`src/rtl/program_loader.sv`:
```
// Boot loader: assembles a byte stream into 16-bit words, writes RAM from 0, verifies XOR checksum.
// Latency: one WRITE cycle after each LO byte; done/error assert the cycle after the CHK byte.
// Backpressure: byte_ready is low in IDLE, WRITE, DONE and ERR; a low byte_valid stalls with no timeout.
module program_loader #(
   parameter int ADDR_W = 8
) (
   input  logic              clk,
   input  logic              rst,
   input  logic              start,
   input  logic [7:0]        byte_in,
   input  logic              byte_valid,
   output logic              byte_ready,
   output logic [ADDR_W-1:0] ram_addr,
   output logic [15:0]       ram_data,
   output logic              ram_wr,
   output logic              cpu_hold,
   output logic              done,
   output logic              error,
   output logic [ADDR_W:0]   word_count
);

   typedef enum logic [3:0] {
      S_IDLE, S_LEN_HI, S_LEN_LO, S_DATA_HI, S_DATA_LO, S_WRITE, S_CHECK, S_DONE, S_ERR
   } state_t;

   // Largest legal image; a full image writes every address exactly once.
   localparam logic [16:0]     MAX_LEN = 17'd1 << ADDR_W;
   localparam logic [ADDR_W:0] WC_ONE  = 1;

   state_t      state;
   state_t      state_nxt;
   logic [7:0]  len_hi;
   logic [7:0]  hi_byte;
   logic [7:0]  checksum;
   logic [15:0] length;
   logic [15:0] len_in;
   logic [15:0] wc_inc;
   logic        xfer;
   logic        load_start;

   // Receiving states are the only ones that accept bytes.
   assign byte_ready = (state == S_LEN_HI) || (state == S_LEN_LO) || (state == S_DATA_HI) ||
                       (state == S_DATA_LO) || (state == S_CHECK);
   assign xfer       = byte_valid && byte_ready;
   assign len_in     = {len_hi, byte_in};
   assign wc_inc     = 16'(word_count) + 16'd1;
   // A start outside IDLE/DONE/ERR is deliberately ignored so a glitchy host cannot restart a load.
   assign load_start = start && ((state == S_IDLE) || (state == S_DONE) || (state == S_ERR));

   // State register.
   always_ff @(posedge clk) begin
      if (rst) state <= S_IDLE;
      else     state <= state_nxt;
   end

   // Next-state decode and state-derived outputs.
   always_comb begin
      state_nxt = state;
      ram_wr    = 1'b0;
      done      = 1'b0;
      error     = 1'b0;
      cpu_hold  = 1'b1;
      case (state)
         S_IDLE:    if (start) state_nxt = S_LEN_HI;
         S_LEN_HI:  if (xfer) state_nxt = S_LEN_LO;
         S_LEN_LO: begin
            if (xfer) begin
               if ({1'b0, len_in} > MAX_LEN) state_nxt = S_ERR;
               else if (len_in == 16'd0)     state_nxt = S_CHECK;
               else                          state_nxt = S_DATA_HI;
            end
         end
         S_DATA_HI: if (xfer) state_nxt = S_DATA_LO;
         S_DATA_LO: if (xfer) state_nxt = S_WRITE;
         S_WRITE: begin
            ram_wr    = 1'b1;
            state_nxt = (wc_inc == length) ? S_CHECK : S_DATA_HI;
         end
         S_CHECK: begin
            if (xfer) state_nxt = (byte_in == checksum) ? S_DONE : S_ERR;
         end
         S_DONE: begin
            done     = 1'b1;
            cpu_hold = 1'b0;
            if (start) state_nxt = S_LEN_HI;
         end
         S_ERR: begin
            error = 1'b1;
            if (start) state_nxt = S_LEN_HI;
         end
         default:   state_nxt = S_IDLE;
      endcase
   end

   // Datapath: length capture, word assembly, checksum and write counter.
   always_ff @(posedge clk) begin
      if (rst) begin
         len_hi     <= '0;
         hi_byte    <= '0;
         checksum   <= '0;
         length     <= '0;
         ram_addr   <= '0;
         ram_data   <= '0;
         word_count <= '0;
      end else begin
         if (load_start) begin
            word_count <= '0;
            checksum   <= '0;
         end
         case (state)
            S_LEN_HI:  if (xfer) len_hi <= byte_in;
            S_LEN_LO:  if (xfer) length <= len_in;
            S_DATA_HI: begin
               if (xfer) begin
                  hi_byte  <= byte_in;
                  checksum <= checksum ^ byte_in;
               end
            end
            S_DATA_LO: begin
               // Address and data are staged here so they are stable for the WRITE cycle and hold after.
               if (xfer) begin
                  checksum <= checksum ^ byte_in;
                  ram_data <= {hi_byte, byte_in};
                  ram_addr <= word_count[ADDR_W-1:0];
               end
            end
            S_WRITE:   word_count <= word_count + WC_ONE;
            default:   ;
         endcase
      end
   end

endmodule

```
`config.mk`:
```
export PLATFORM = sky130hd
export DESIGN_NAME = program_loader
export DESIGN_NICKNAME = d
export VERILOG_FILES = /design/src/rtl/program_loader.sv
export SDC_FILE = /design/constraint.sdc
export NUM_CORES = 1
export LEC_CHECK = 0
export ABC_CLOCK_PERIOD_IN_PS = 2100
export CAP_MARGIN = 20
export CORE_AREA = 2 2 87 89
export CTS_CLUSTER_SIZE = 8
export DETAILED_ROUTE_END_ITERATION = 10
export DIE_AREA = 0 0 89 91
export PLACE_DENSITY = 0.87
export SYNTH_ARGS = -nofsm -noshare
export SYNTH_HDL_FRONTEND = slang
export SYNTH_SLANG_ARGS = --single-unit
```
`constraint.sdc`:
```
create_clock -name clk -period 2.1 [get_ports clk]
set_clock_uncertainty 0.15 [all_clocks]
set_input_delay 0.525 -clock clk [delete_from_list [all_inputs] [get_ports clk]]
set_output_delay 0.525 -clock clk [all_outputs]
set_load 0.05 [all_outputs]
```
==> results_dict.tcl, run 1 <==
set metrics [dict create \
    path_class "in2reg" \
    min_period_ns 2.098 \
    min_from "hi_byte[6]$_SDFFE_PP0P_" \
    worstReg2RegStart "state[2]$_SDFFE_PP0P_" \
    p_comb_frac 0.280 \
    irDropWorstVdd_uv 609.9 \
    avgSynthCellArea_sq_um 7.860 \
    clkTransAtPathRegs_ns 0.10 \
    firstDrtPassIters 7 \
    arrival_ns 2.23 \
    startpoint "start" \
    drt-total-wl_um 10730 \
    placed_area_sq_um 4659 \
    cts_tree "done" \
    synth-edff-count 0 \
    start_util 0.5352 \
    async_flop_share 0 \
    placementRows 31 \
    drc 0 \
    antenna_found_initial 0 \
    portBuffers 49 \
    drive_gt1_frac 0.2593 \
    cts_buffers 9 \
    yosysUniqueCellTypes 65 \
    cellLeakagePower_nw 1.886 \
    grt_pass1_wl_um 17190 \
    hold_viol_final 0 \
    io_pins 50 \
    dieArea_sq_um 8099 \
    die_x_um 89 \
    drv_cap 0 \
    rsz0062_at_grt "yes" \
    syn_nets 499 \
    clk_latency_ns 0.36 \
    yosysWarningCount 0 \
    hold_buffers 0 \
    seqPwrFrac 0.429 \
    maxSlewHeadroom 0.6333 \
    end_kind "flip-flop" \
    grt_usage 0.2697 \
    synth.yosys.seq_area_share 0.4035 \
    viasPerCell 5.885 \
    grt_pass1_vias 3735 \
    p_switching_w 0.001267 \
    diodes 0 \
    grt_overflow 0 \
    cts_buffer_depth 2 \
    cts_root_buf "clkbuf_8" \
    cts.sinks 77 \
    min_path_type "reg2reg" \
    clkPwrFrac 0.291 \
    ys_ff_latch 77 \
    worstMarginPinSlew_ns 0.5430 \
    dieHeight_um 91 \
    synth_area_sq_um 3820 \
    drtAntennaViolNets 0 \
    syn2layout_area_growth_pct 29.74 \
    status "complete, no violations" \
    p_int_w 0.002448 \
    nNetsFinal 571 \
    syn_inst 486 \
    drt_iter0_markers 314 \
    ys.flop_type "dfxtp_1" \
    critPathRequiredTime_ns 2.23 \
    vias 3896 \
    fmax_ghz 0.4768 \
    tns_ns 0 \
    switching_share 0.3412 \
    hpwl_um 7426 \
    fillers 539 \
    powerDensity_nw_per_um2 749.6 \
    slew_viol_final 0 \
    setup_viol 0 \
    mostFrequentLayoutCells "99 x nand2_1, 81 x buf_4, 72 x a21oi_1, 69 x dfxtp_1, 32 x nor2_1" \
    coreArea_sq_um 7137 \
    final_common_cell "nand2_1" \
    cts_max_level 3 \
    design_area_sq_um 4956 \
    post-route-period-util 0.9988 \
    grt_max_degree 45 \
    gp_congestion 0.9268 \
    path_max_fanout 4 \
    wire_per_inst_um 16.21 \
    startpoint_type "input port" \
]
-- cell families (layout without fill, tap and decap cells) --
| family | after synthesis | after routing | synth area share |
|---|---|---|---|
| AO/OA/AOI/OAI | 121 | 121 | 0.1933 |
| XOR/XNOR | 20 | 20 | 0.04586 |
| adder cells (fa/ha/maj) | 1 | 1 | 0.003275 |
| buffers and inverters | 56 | 133 | 0.06813 |
| flip-flops | 77 | 77 | 0.4035 |
| multiplexers | 8 | 8 | 0.02096 |
| AND/OR/NAND/NOR | 203 | 203 | 0.2650 |
-- cell type report --
| cell class | count | area (sq um) | area share |
|---|---|---|---|
| clock buffer | 9 | 123.9 | 0.02499 |
| clock inverter | 7 | 63.81 | 0.01288 |
| inverter | 14 | 61.31 | 0.01237 |
| multi-input combinational | 353 | 2077 | 0.4191 |
| sequential | 77 | 1564 | 0.3156 |
| tap | 99 | 123.9 | 0.02499 |
| timing repair buffer | 103 | 942.2 | 0.1901 |
-- cells in the mapped netlist, drive strengths merged (4+ instances only) --
cell    instances  share of area
nand2          99          0.097
dfxtp          77           0.40
a21oi          72          0.094
nor2           33          0.033
buf            26          0.036
nand3          24          0.031
clkbuf         16          0.018
xnor2          15          0.034
o21ai          14          0.018
inv            13          0.013
mux2i           8          0.021
nor3            8          0.010
o32ai           8          0.018
nand4           5         0.0098
xor2            5          0.011
a211oi          4         0.0092
a21o            4         0.0079
nand3b          4          0.011
nor3b           4          0.010
-- sequential cells by signal, summed over array words and instances (netlist names) --
name,flops
checksum,8
hi_byte,8
len_hi,8
length,16
ram_addr,8
ram_data,16
state,4
word_count,9
-- worst paths after layout --
path                               end  slack [ns]  cells after the start
max reg2reg      state[0]$_SDFFE_PP0P_        0.15                      6
min reg2reg  ram_data[14]$_SDFFE_PP0P_        0.30                      2
max              state[0]$_SDFFE_PP0P_       0.002                      7
min          ram_data[14]$_SDFFE_PP0P_        0.30                      2
-- per-stage QoR --
stage / setup WS [ns] / utilization / power [W] / instances / hold WS [ns]
6_report: 0.002471 / 0.6944 / 0.003715 / 662 / 0.3004
3_3_place_gp: -0.2707 / 0.6529 / 0.002537 / 643 / 0.2903
4_1_cts: 0.01786 / 0.6855 / 0.003670 / 662 / 0.3020
3_5_place_dp: -0.3342 / 0.6529 / 0.002567 / 643 / 0.2963
2_1_floorplan: -0.2613 / - / 0.002214 / 486 / 0.2822
5_1_grt: -0.02708 / 0.6944 / 0.003853 / 662 / 0.3295
-- layer usage --
| layer | wire length [um] | part of all wire | global-route usage | up-vias |
|---|---|---|---|---|
| li1 | - | - | - | 1825 |
| met1 | 4179 | 0.39 | 0.3224 | 1830 |
| met2 | 5402 | 0.50 | 0.4484 | 197 |
| met5 | 0 | 0 | 0 | - |
| met3 | 807 | 0.075 | 0.06636 | 44 |
| met4 | 344 | 0.032 | 0.1231 | 0 |
-- power groups by stage --
stage	Clock [W]	Sequential, W	Combinational [W]
global route	0.00115	0.00160	0.00110
detailed placement	0	0.00162	0.000946
CTS	0.00109	0.00159	0.000994
finish	0.00108	0.00159	0.00104
floorplan	0	0.00158	0.000631
global placement	0	0.00162	0.000919
-- timing repair --
action | 4_1_cts | 5_1_grt
buffers inserted | 3 | 0
pin swaps | 0 | 3
resized for setup | 7 | 20
endpoints found under the setup margin | 7 | 18
-- worst max-delay path: stages --
cell and delay [ns]:
clkdlybuf4s50_1 0.51, nand2b_1 0.15, buf_4 0.13, a21oi_1 0.06, o41ai_1 0.53, a21oi_1 0.17
a211oi_2 0.15
No activity file was read; power rests on OpenSTA's default activity.
==> inputs of run 2 (changes only) <==
- CELL_PAD_IN_SITES_DETAIL_PLACEMENT: not set -> 1
- CELL_PAD_IN_SITES_GLOBAL_PLACEMENT: not set -> 1
- CORE_AREA: 2 2 87 89 -> 2 2 100 102
- DIE_AREA: 0 0 89 91 -> 0 0 102 104
- PLACE_DENSITY: 0.87 -> 0.88
==> run 2 against run 1 <==
Compared with the run above:
- total power is 0.83% lower
- sequential cell count did not move
- sequential power about the same
- via count about the same
- non-clock buffer count up 2
==> results_dict.tcl, run 2 (synthesized netlist as in run 1, its figures left out) <==
set metrics [dict create \
    switching_share 0.3454 \
    critPathRequiredTime_ns 1.42 \
    cts_buffer_depth 2 \
    dieHeight_um 104 \
    status "complete, no violations" \
    largest_registers "length: 16 flops, ram_data: 16 flops, word_count: 9 flops" \
    coreArea_sq_um 9549 \
    viasPerCell 5.579 \
    powerDensity_nw_per_um2 730.8 \
    multi_input_area_sq_um 2101 \
    startpoint_type "flip-flop" \
    p_comb_frac 0.291 \
    grt_pass1_wl_um 20900 \
    path_class "reg2out" \
    min_path_type "reg2reg" \
    p_switching_w 0.001273 \
    min_period_ns 2.069 \
    portBuffers 49 \
    drtAntennaViolNets 0 \
    io_pins 50 \
    cts_tree "done" \
    drc 0 \
    hpwl_um 8614 \
    drive_gt1_frac 0.2584 \
    grt_overflow 0 \
    p_total_w 0.003684 \
    clkTransAtPathRegs_ns 0.09 \
    finalWorstSetupSlack_ns 0.03066 \
    grt_max_degree 77 \
    firstDrtPassIters 4 \
    drt-total-wl_um 13160 \
    setup_viol 0 \
    syn2layout_area_growth_pct 31.97 \
    seqPwrFrac 0.433 \
    grt_usage 0.2468 \
    die_x_um 102 \
    cts_root_buf "clkbuf_8" \
    regArea_sq_um 1564 \
    antenna_found_initial 0 \
    fillers 1173 \
    start_util 0.4000 \
    maxSlewHeadroom 0.6545 \
    tns_ns 0 \
    hold_viol_final 0 \
    grt_pass1_vias 4108 \
    cts_max_level 3 \
    clkPwrFrac 0.276 \
    vias 3894 \
    final_util 0.5279 \
    diodes 0 \
    final_common_cell "nand2_1" \
    place_ws_ns -0.3457 \
    irDropWorstVdd_uv 449.8 \
    mostFrequentLayoutCells "99 x nand2_1, 80 x buf_4, 72 x a21oi_1, 69 x dfxtp_1, 32 x nor2_1" \
    cts_buffers 9 \
    rsz0062_at_grt "yes" \
    worstMarginPinSlew_ns 0.5167 \
    end_kind "output port" \
    drt_iter0_markers 171 \
    dieArea_sq_um 10610 \
    post-route-period-util 0.9854 \
    clk_latency_ns 0.36 \
    path_max_fanout 7 \
    wire_per_inst_um 18.86 \
    slew_viol_final 0 \
    arrival_ns 1.39 \
    drv_cap 0 \
    nNetsFinal 573 \
    cts.sinks 77 \
    gp_congestion 0.8353 \
    fmax_ghz 0.4832 \
    p_int_w 0.002412 \
    cellLeakagePower_nw 1.928 \
    placementRows 36 \
]
## run 2: changes by cell type in the layout (fill, tap and decap cells not counted), sizes merged
cell           delta
buf               +2
clkbuf            +2
clkdlybuf4s50     -2
dlymetal6s2s      +2
clkinv            +2
inv               -4
## run 2: layer usage
| metal | vias to the layer above | track usage | wire length [um] |
|---|---|---|---|
| li1 | 1822 | - | - |
| met1 | 1940 | 0.2944 | 5382 |
| met2 | 103 | 0.4375 | 7008 |
| met3 | 29 | 0.04368 | 441 |
| met4 | 0 | 0.08571 | 333 |
| met5 | - | 0 | 0 |
## run 2: worst max-delay path, cell delays in order (launching register included)
cell and delay (ns):
dfxtp_4 0.39, and2b_2 0.26, nand3_4 0.10, clkinvlp_4 0.13, buf_12 0.16
## run 2: final cells by class
cell class                      instances  share of cell area
Tap cell                              133             0.03301
Multi-Input combinational cell        353              0.4167
Sequential cell                        77              0.3103
Timing Repair Buffer                  105              0.1938
Inverter                               14             0.01266
Clock buffer                           11             0.02606
Clock inverter                          5            0.007446
## run 2: power by group through the flow
| stage | combinational, W | clock, W | sequential (W) |
|---|---|---|---|
| floorplan | 0.000631 | 0 | 0.00158 |
| global placement | 0.000913 | 0 | 0.00160 |
| detailed placement | 0.000953 | 0 | 0.00161 |
| CTS | 0.000996 | 0.00103 | 0.00159 |
| global route | 0.00114 | 0.00110 | 0.00160 |
| finish | 0.00107 | 0.00102 | 0.00160 |
## run 2: through the flow
stage	hold WS, ns	cell area (sq um)	std cells
2_1_floorplan	0.2822	3845	486
3_3_place_gp	0.2916	4672	673
3_5_place_dp	0.2979	4672	673
4_1_cts	0.3103	4930	694
5_1_grt	0.3362	5041	698
6_report	0.3112	5041	698
## run 2: worst paths after layout
kind                               end                      start  cells past startpoint  slack [ns]
max                               done      state[0]$_SDFFE_PP0P_                      4        0.03
max reg2reg     len_hi[6]$_SDFFE_PP0P_      state[2]$_SDFFE_PP0P_                      7        0.11
min          ram_data[12]$_SDFFE_PP0P_  ram_data[12]$_SDFFE_PP0P_                      2        0.31
min reg2reg  ram_data[12]$_SDFFE_PP0P_  ram_data[12]$_SDFFE_PP0P_                      2        0.31
## run 2: repair_timing
action,in CTS,in global routing
setup endpoints to repair,5,16
hold buffers,0,0
gates resized for setup,14,24
setup buffers,5,4
hold endpoints to repair,0,0
pin swaps,1,5
==> inputs of run 3 (changes only) <==
- PLACE_DENSITY: 0.88 -> not set
- PLACE_DENSITY_LB_ADDON: not set -> 0.25
==> run 3 against run 2 <==
Compared with the run above:
- fmax grew 0.34%
- sequential cell count unchanged
- clock-buffer cell count increased by 1
- highest routed layer unchanged
- sequential power hardly changed
- first-iteration DRC count down 47%
- clock power increased by 19%
- hold slack got worse by 0.012 ns
- non-clock buffer count fell by 2
- critical path type unchanged
- global-route usage shrank 1.4 points
==> results_dict.tcl, run 3 (synthesized netlist as in run 1, its figures left out) <==
set metrics [dict create \
    setup_viol 0 \
    drtAntennaViolNets 0 \
    worstMarginPinSlew_ns 0.5663 \
    drive_gt1_frac 0.2522 \
    arrival_ns 1.39 \
    stdcell_count 696 \
    tns_ns 0 \
    dieArea_sq_um 10610 \
    crit_family "simple AND/OR/NAND/NOR gates" \
    highest_layer "met4" \
    cts_root_buf "clkbuf_8" \
    hold_viol_final 0 \
    cts_max_level 3 \
    min_path_type "reg2reg" \
    die_x_um 102 \
    placedCellCount 678 \
    slowest_delay_ns 0.34 \
    design_area_sq_um 5045 \
    grt_overflow 0 \
    placed_area_sq_um 4710 \
    grt_usage 0.2329 \
    antenna_found_initial 0 \
    end_kind "output port" \
    vias 3756 \
    drt-total-wl_um 11960 \
    cts.sinks 77 \
    slew_viol_final 0 \
    cp_cell_sequence "and2b_4 -> nand3b_4 -> inv_8 -> buf_12" \
    multi_input_area_sq_um 2112 \
    powerDensity_nw_per_um2 758.6 \
    fmax_ghz 0.4849 \
    grt_max_degree 51 \
    syn2layout_area_growth_pct 32.07 \
    drv_cap 0 \
    min_period_ns 2.062 \
    dr_wl_met2_um 6359 \
    gp_congestion 0.8802 \
    portBuffers 49 \
    p_total_w 0.003827 \
    final_common_cell "nand2_1" \
    post-route-period-util 0.9820 \
    wire_per_inst_um 17.19 \
    wl_met3_um 350 \
    viasPerCell 5.397 \
    startpoint_type "flip-flop" \
    largest_registers "length: 16 flops, ram_data: 16 flops, word_count: 9 flops" \
    maxSlewHeadroom 0.6171 \
    irDropWorstVdd_uv 350.1 \
    dieHeight_um 104 \
    slowest_stage "dfxtp_1" \
    mostFrequentLayoutCells "99 x nand2_1, 82 x buf_4, 72 x a21oi_1, 69 x dfxtp_1, 32 x nor2_1" \
    critPathRequiredTime_ns 1.42 \
    io_pins 50 \
    drc 0 \
    drt_iter0_markers 91 \
    clk_latency_ns 0.36 \
    coreArea_sq_um 9549 \
    path_max_fanout 10 \
    clkTransAtPathRegs_ns 0.08 \
    cts_buffers 9 \
    cts_buffer_depth 2 \
    cellLeakagePower_nw 1.883 \
    cts_tree "done" \
    critical_path_buf_inv_count 2 \
    fillers 1161 \
    path_class "reg2out" \
    status "complete, no violations" \
    firstDrtPassIters 4 \
    start_util 0.4000 \
    placementRows 36 \
    diodes 0 \
    nNetsFinal 571 \
    grt_pass1_vias 3901 \
    rsz0062_at_grt "yes" \
    hpwl_um 8695 \
    met1_length_um 5079 \
    grt_pass1_wl_um 19620 \
    regArea_sq_um 1559 \
]
[run 3: cell count changes in the layout (fill, tap and decap cells not counted), moves of 2 or more]
cell             previous run  this run
buf_4                      80        82
buf_6                       3         0
clkdlybuf4s50_1             1         5
clkinv_4                    2         0
dfxtp_2                     3         5
dfxtp_4                     5         3
dlymetal6s2s_1              9         5
nor3b_2                     3         1
[run 3: metrics by stage]
stage | setup WS (ns) | hold WS (ns) | utilization
after floorplan | -0.2613 | 0.2822 | -
after global placement | -0.3262 | 0.2950 | 0.4932
after detailed placement | -0.4178 | 0.3000 | 0.4932
after CTS | -0.001217 | 0.3023 | 0.5172
after global routing | -0.03764 | 0.3126 | 0.5283
final | 0.03774 | 0.2991 | 0.5283
[run 3: worst paths after layout]
path                      startpoint                  endpoint  slack, ns  depth (start not counted)
min          hi_byte[1]$_SDFFE_PP0P_  ram_data[9]$_SDFFE_PP0P_       0.30                          2
min reg2reg  hi_byte[1]$_SDFFE_PP0P_  ram_data[9]$_SDFFE_PP0P_       0.30                          2
max reg2reg    state[0]$_SDFFE_PP0P_     state[0]$_SDFFE_PP0P_       0.14                          6
max            state[3]$_SDFFE_PP0P_                    ram_wr       0.04                          4
[run 3: cell type report]
cell class / count / share of cell area
multi-input cells: 353 / 0.4187
repair buffers: 103 / 0.1850
flip-flops and latches: 77 / 0.3090
well taps: 133 / 0.03299
inverters: 14 / 0.01265
clock inverters: 4 / 0.01066
clock buffers: 12 / 0.03100
[run 3: timing repair]
action,in CTS,in global routing
setup endpoints to repair,6,37
hold endpoints to repair,0,0
resized for setup,7,20
buffers inserted,0,2
hold buffers,0,0
pin swaps,0,3
[run 3: report_power, final]
part           switching (W)  internal, W  total (W)  leakage, nW
clock               0.000578     0.000627    0.00121       0.0984
combinational       0.000580     0.000459    0.00104         1.16
sequential         0.0000670      0.00152    0.00158        0.626
total                0.00122      0.00260    0.00383         1.88
[run 3: tightest hold or removal path: stages (launching register included)]
cell and delay, ns:
dfxtp_1 0.31, nand2_1 0.05, a21oi_1 0.05
[run 3: routing by layer]
metal | track usage | vias up
li1 | - | 1819
met1 | 0.2849 | 1856
met2 | 0.4149 | 62
met3 | 0.03629 | 19
met4 | 0.06762 | 0
met5 | 0 | -
==> RTL edit (flow settings as in run 2) <==
Encoding of `state_t`: now one-hot (9 bits for 9 states).
--- a/src/rtl/program_loader.sv
+++ b/src/rtl/program_loader.sv
@@ -19,8 +19,8 @@
    output logic [ADDR_W:0]   word_count
 );
 
-   typedef enum logic [3:0] {
-      S_IDLE, S_LEN_HI, S_LEN_LO, S_DATA_HI, S_DATA_LO, S_WRITE, S_CHECK, S_DONE, S_ERR
+   typedef enum logic [8:0] {
+      S_IDLE = 9'b000000001, S_LEN_HI = 9'b000000010, S_LEN_LO = 9'b000000100, S_DATA_HI = 9'b000001000, S_DATA_LO = 9'b000010000, S_WRITE = 9'b000100000, S_CHECK = 9'b001000000, S_DONE = 9'b010000000, S_ERR = 9'b100000000
    } state_t;
 
    // Largest legal image; a full image writes every address exactly once.
Function: same outputs for any inputs over 4 cycles, from zero or initial values and one cycle with rst high; so few cycles prove little.
==> RTL edit against run 2 <==
Register-to-register slack got worse by 0.62 ns; power decreased by 10%; the flow now finishes with violations (setup timing); via count increased by 4.3%; sequential cell count increased by 5; maximum frequency decreased by 22%; non-clock buffer count increased by 33; area after synthesis about the same; worst setup slack got worse by 0.59 ns; wire length increased by 34%; cell area increased by 17%; combinational power decreased by 50%; first-iteration DRC count increased by 34%; count of clock-buffer cells in the layout decreased by 2.
==> RTL edit: results (changes against run 2) <==
| Metric | Value |
|---|---|
| HPWL after detailed placement | 8.72 mm (was 8.61 mm) |
| Setup TNS | -15.24 ns (was 0 ns) |
| Xor and xnor area share after synthesis | 7.11% (was 4.59%) |
| First-pass GRT wire length | 24.2 mm (was 20.9 mm) |
| Maximum vdd drop | 0.406 mV (was 0.450 mV) |
| Dpl cells | 662 (was 673) |
| Critical-path maximum fanout | 2 (was 7) |
| Avg Inst Size Synth | 8.43 um^2 (was 7.86 um^2) |
| Number of global-route vias before repair | 4328 (was 4108) |
| Violated checks | setup timing |
| Most common flop cell mapped by yosys | dfxtp_1 (unchanged) |
| Max incr delay on CP | around 0.40 ns |
| Status | complete, but fails checks (was complete, no violations) |
| Mux cell area share after synthesis | 11.0% (was 2.10%) |
| Netlist cell types | 48 (was 65) |
| Synth Area in Compound Gates | 9.60% (was 19.3%) |
| Biggest registers after layout | length x16, ram_data x16 (was length x16, ram_data x16, word_count x9) |
| Synth cell count leaders | dfxtp_1 (82), nor2_1 (66), nand2_1 (59) (was nand2_1 (99), dfxtp_1 (77), a21oi_1 (72)) |
| Slowest CP cell | or3b_4 (was dfxtp_4) |
| Post-synth ARST share | 0% (unchanged) |
| Sequential-to-total area share from yosys stat | 43.0% (was 40.4%) |
| Aggregate global-route resource usage | 30.2% (was 24.7%) |
| DRT iter0 DRCs | 229 (was 171) |
| Final Setup Violations | 71 (was 0) |
| Tightest Hold Check Type | reg -> reg (unchanged) |
| Clock tree buffer depth | 2 (unchanged) |
| Filler instances | 1065 (was 1173) |
| 1st-pass router iterations | 5 (was 4) |
| Largest net degree at the start of global routing | 32 (was 77) |
| P_leak | 2.62 nW (was 1.93 nW) |
| Clock latency on the worst-skew pair | 0.38 ns (was 0.36 ns) |
| DR vias/cell | 5.78 (was 5.58) |
| Worst slew pin tran | 0.616 ns (was 0.517 ns) |
| Post-Layout Cell Count | 703 (was 698) |
| Fin nets | 578 (was 573) |
| Synth top area cells | dfxtp_1 (43%), mux2i_1 (11%), nor2_1 (6.5%) (was dfxtp_1 (40%), nand2_1 (9.7%), a21oi_1 (9.4%)) |
| Adder-cell area share of the yosys netlist | 0.328% (about the same) |
| Global placement routability congestion | 0.830 (was 0.835) |
| WL/cell | 25.1 um (was 18.9 um) |
| Yosys warnings | 0 (unchanged) |
| Syn_nets | 466 (was 499) |
| PnR worst setup slack | -0.556 ns (was 0.0307 ns) |
| Area post-placement | 0.00483 mm^2 (was 0.00467 mm^2) |
| Top delay family on crit path | simple AND/OR/NAND/NOR gates (was flip-flops) |
| CP arrival | 1.98 ns (was 1.39 ns) |
| Setup WS pre-CTS | -0.421 ns (was -0.346 ns) |
| Layout cells sized above 1 | 44.0% (was 25.8%) |
| PortBufs | 49 (unchanged) |
==> RTL edit: changes by cell type after synthesis, sizes merged, moves of 7 or more <==
| cell | run 2 | this run |
|---|---|---|
| nand2 | 99 | 59 |
| a21oi | 72 | 34 |
| mux2i | 8 | 42 |
| nor2 | 33 | 66 |
| xor2 | 5 | 23 |
| nand3 | 24 | 7 |
| buf | 26 | 16 |
| inv | 13 | 3 |
| nor4 | 3 | 11 |
| o32ai | 8 | 1 |
| xnor2 | 15 | 8 |
==> RTL edit: worst paths after layout <==
path,endpoint,slack (ns),start,cells past startpoint
max,done,-0.56,state[3],6
min,length[11],0.35,length[11],2
max reg2reg,state[6],-0.51,length[10],7
min reg2reg,length[11],0.35,length[11],2
==> RTL edit: metal layers <==
metal | track usage (%) | part of all wire (%) | vias to the layer above
met5 | 0 | 0 | -
met3 | 6.92 | 6.2 | 72
met1 | 34.3 | 36 | 2001
met2 | 52.3 | 53 | 226
li1 | - | - | 1764
met4 | 14.4 | 5.0 | 0
==> RTL edit: what timing repair did <==
| action | in CTS | in global routing |
|---|---|---|
| setup endpoints to repair | 50 | 87 |
| buffers inserted | 15 | 14 |
| cloned | 3 | 1 |
| hold buffers | 0 | 0 |
| resized for setup | 71 | 75 |
| pin swaps | 41 | 36 |
==> RTL edit: report_power, final <==
part | switching (mW) | internal, mW | total [mW]
logic | 0.286 | 0.254 | 0.540
registers | 0.0118 | 1.56 | 1.57
clock network | 0.728 | 0.467 | 1.20
total | 1.03 | 2.28 | 3.31
==> RTL edit: layout make-up <==
cell class                      instances  area [um^2]  area share [%]
Clock buffer                            9          124            2.10
Multi-Input combinational cell        331         2540            43.0
Sequential cell                        82         1670            28.2
Tap cell                              133          166            2.82
Clock inverter                          7         72.6            1.23
Timing Repair Buffer                  138         1320            22.4
Inverter                                3         15.0           0.255
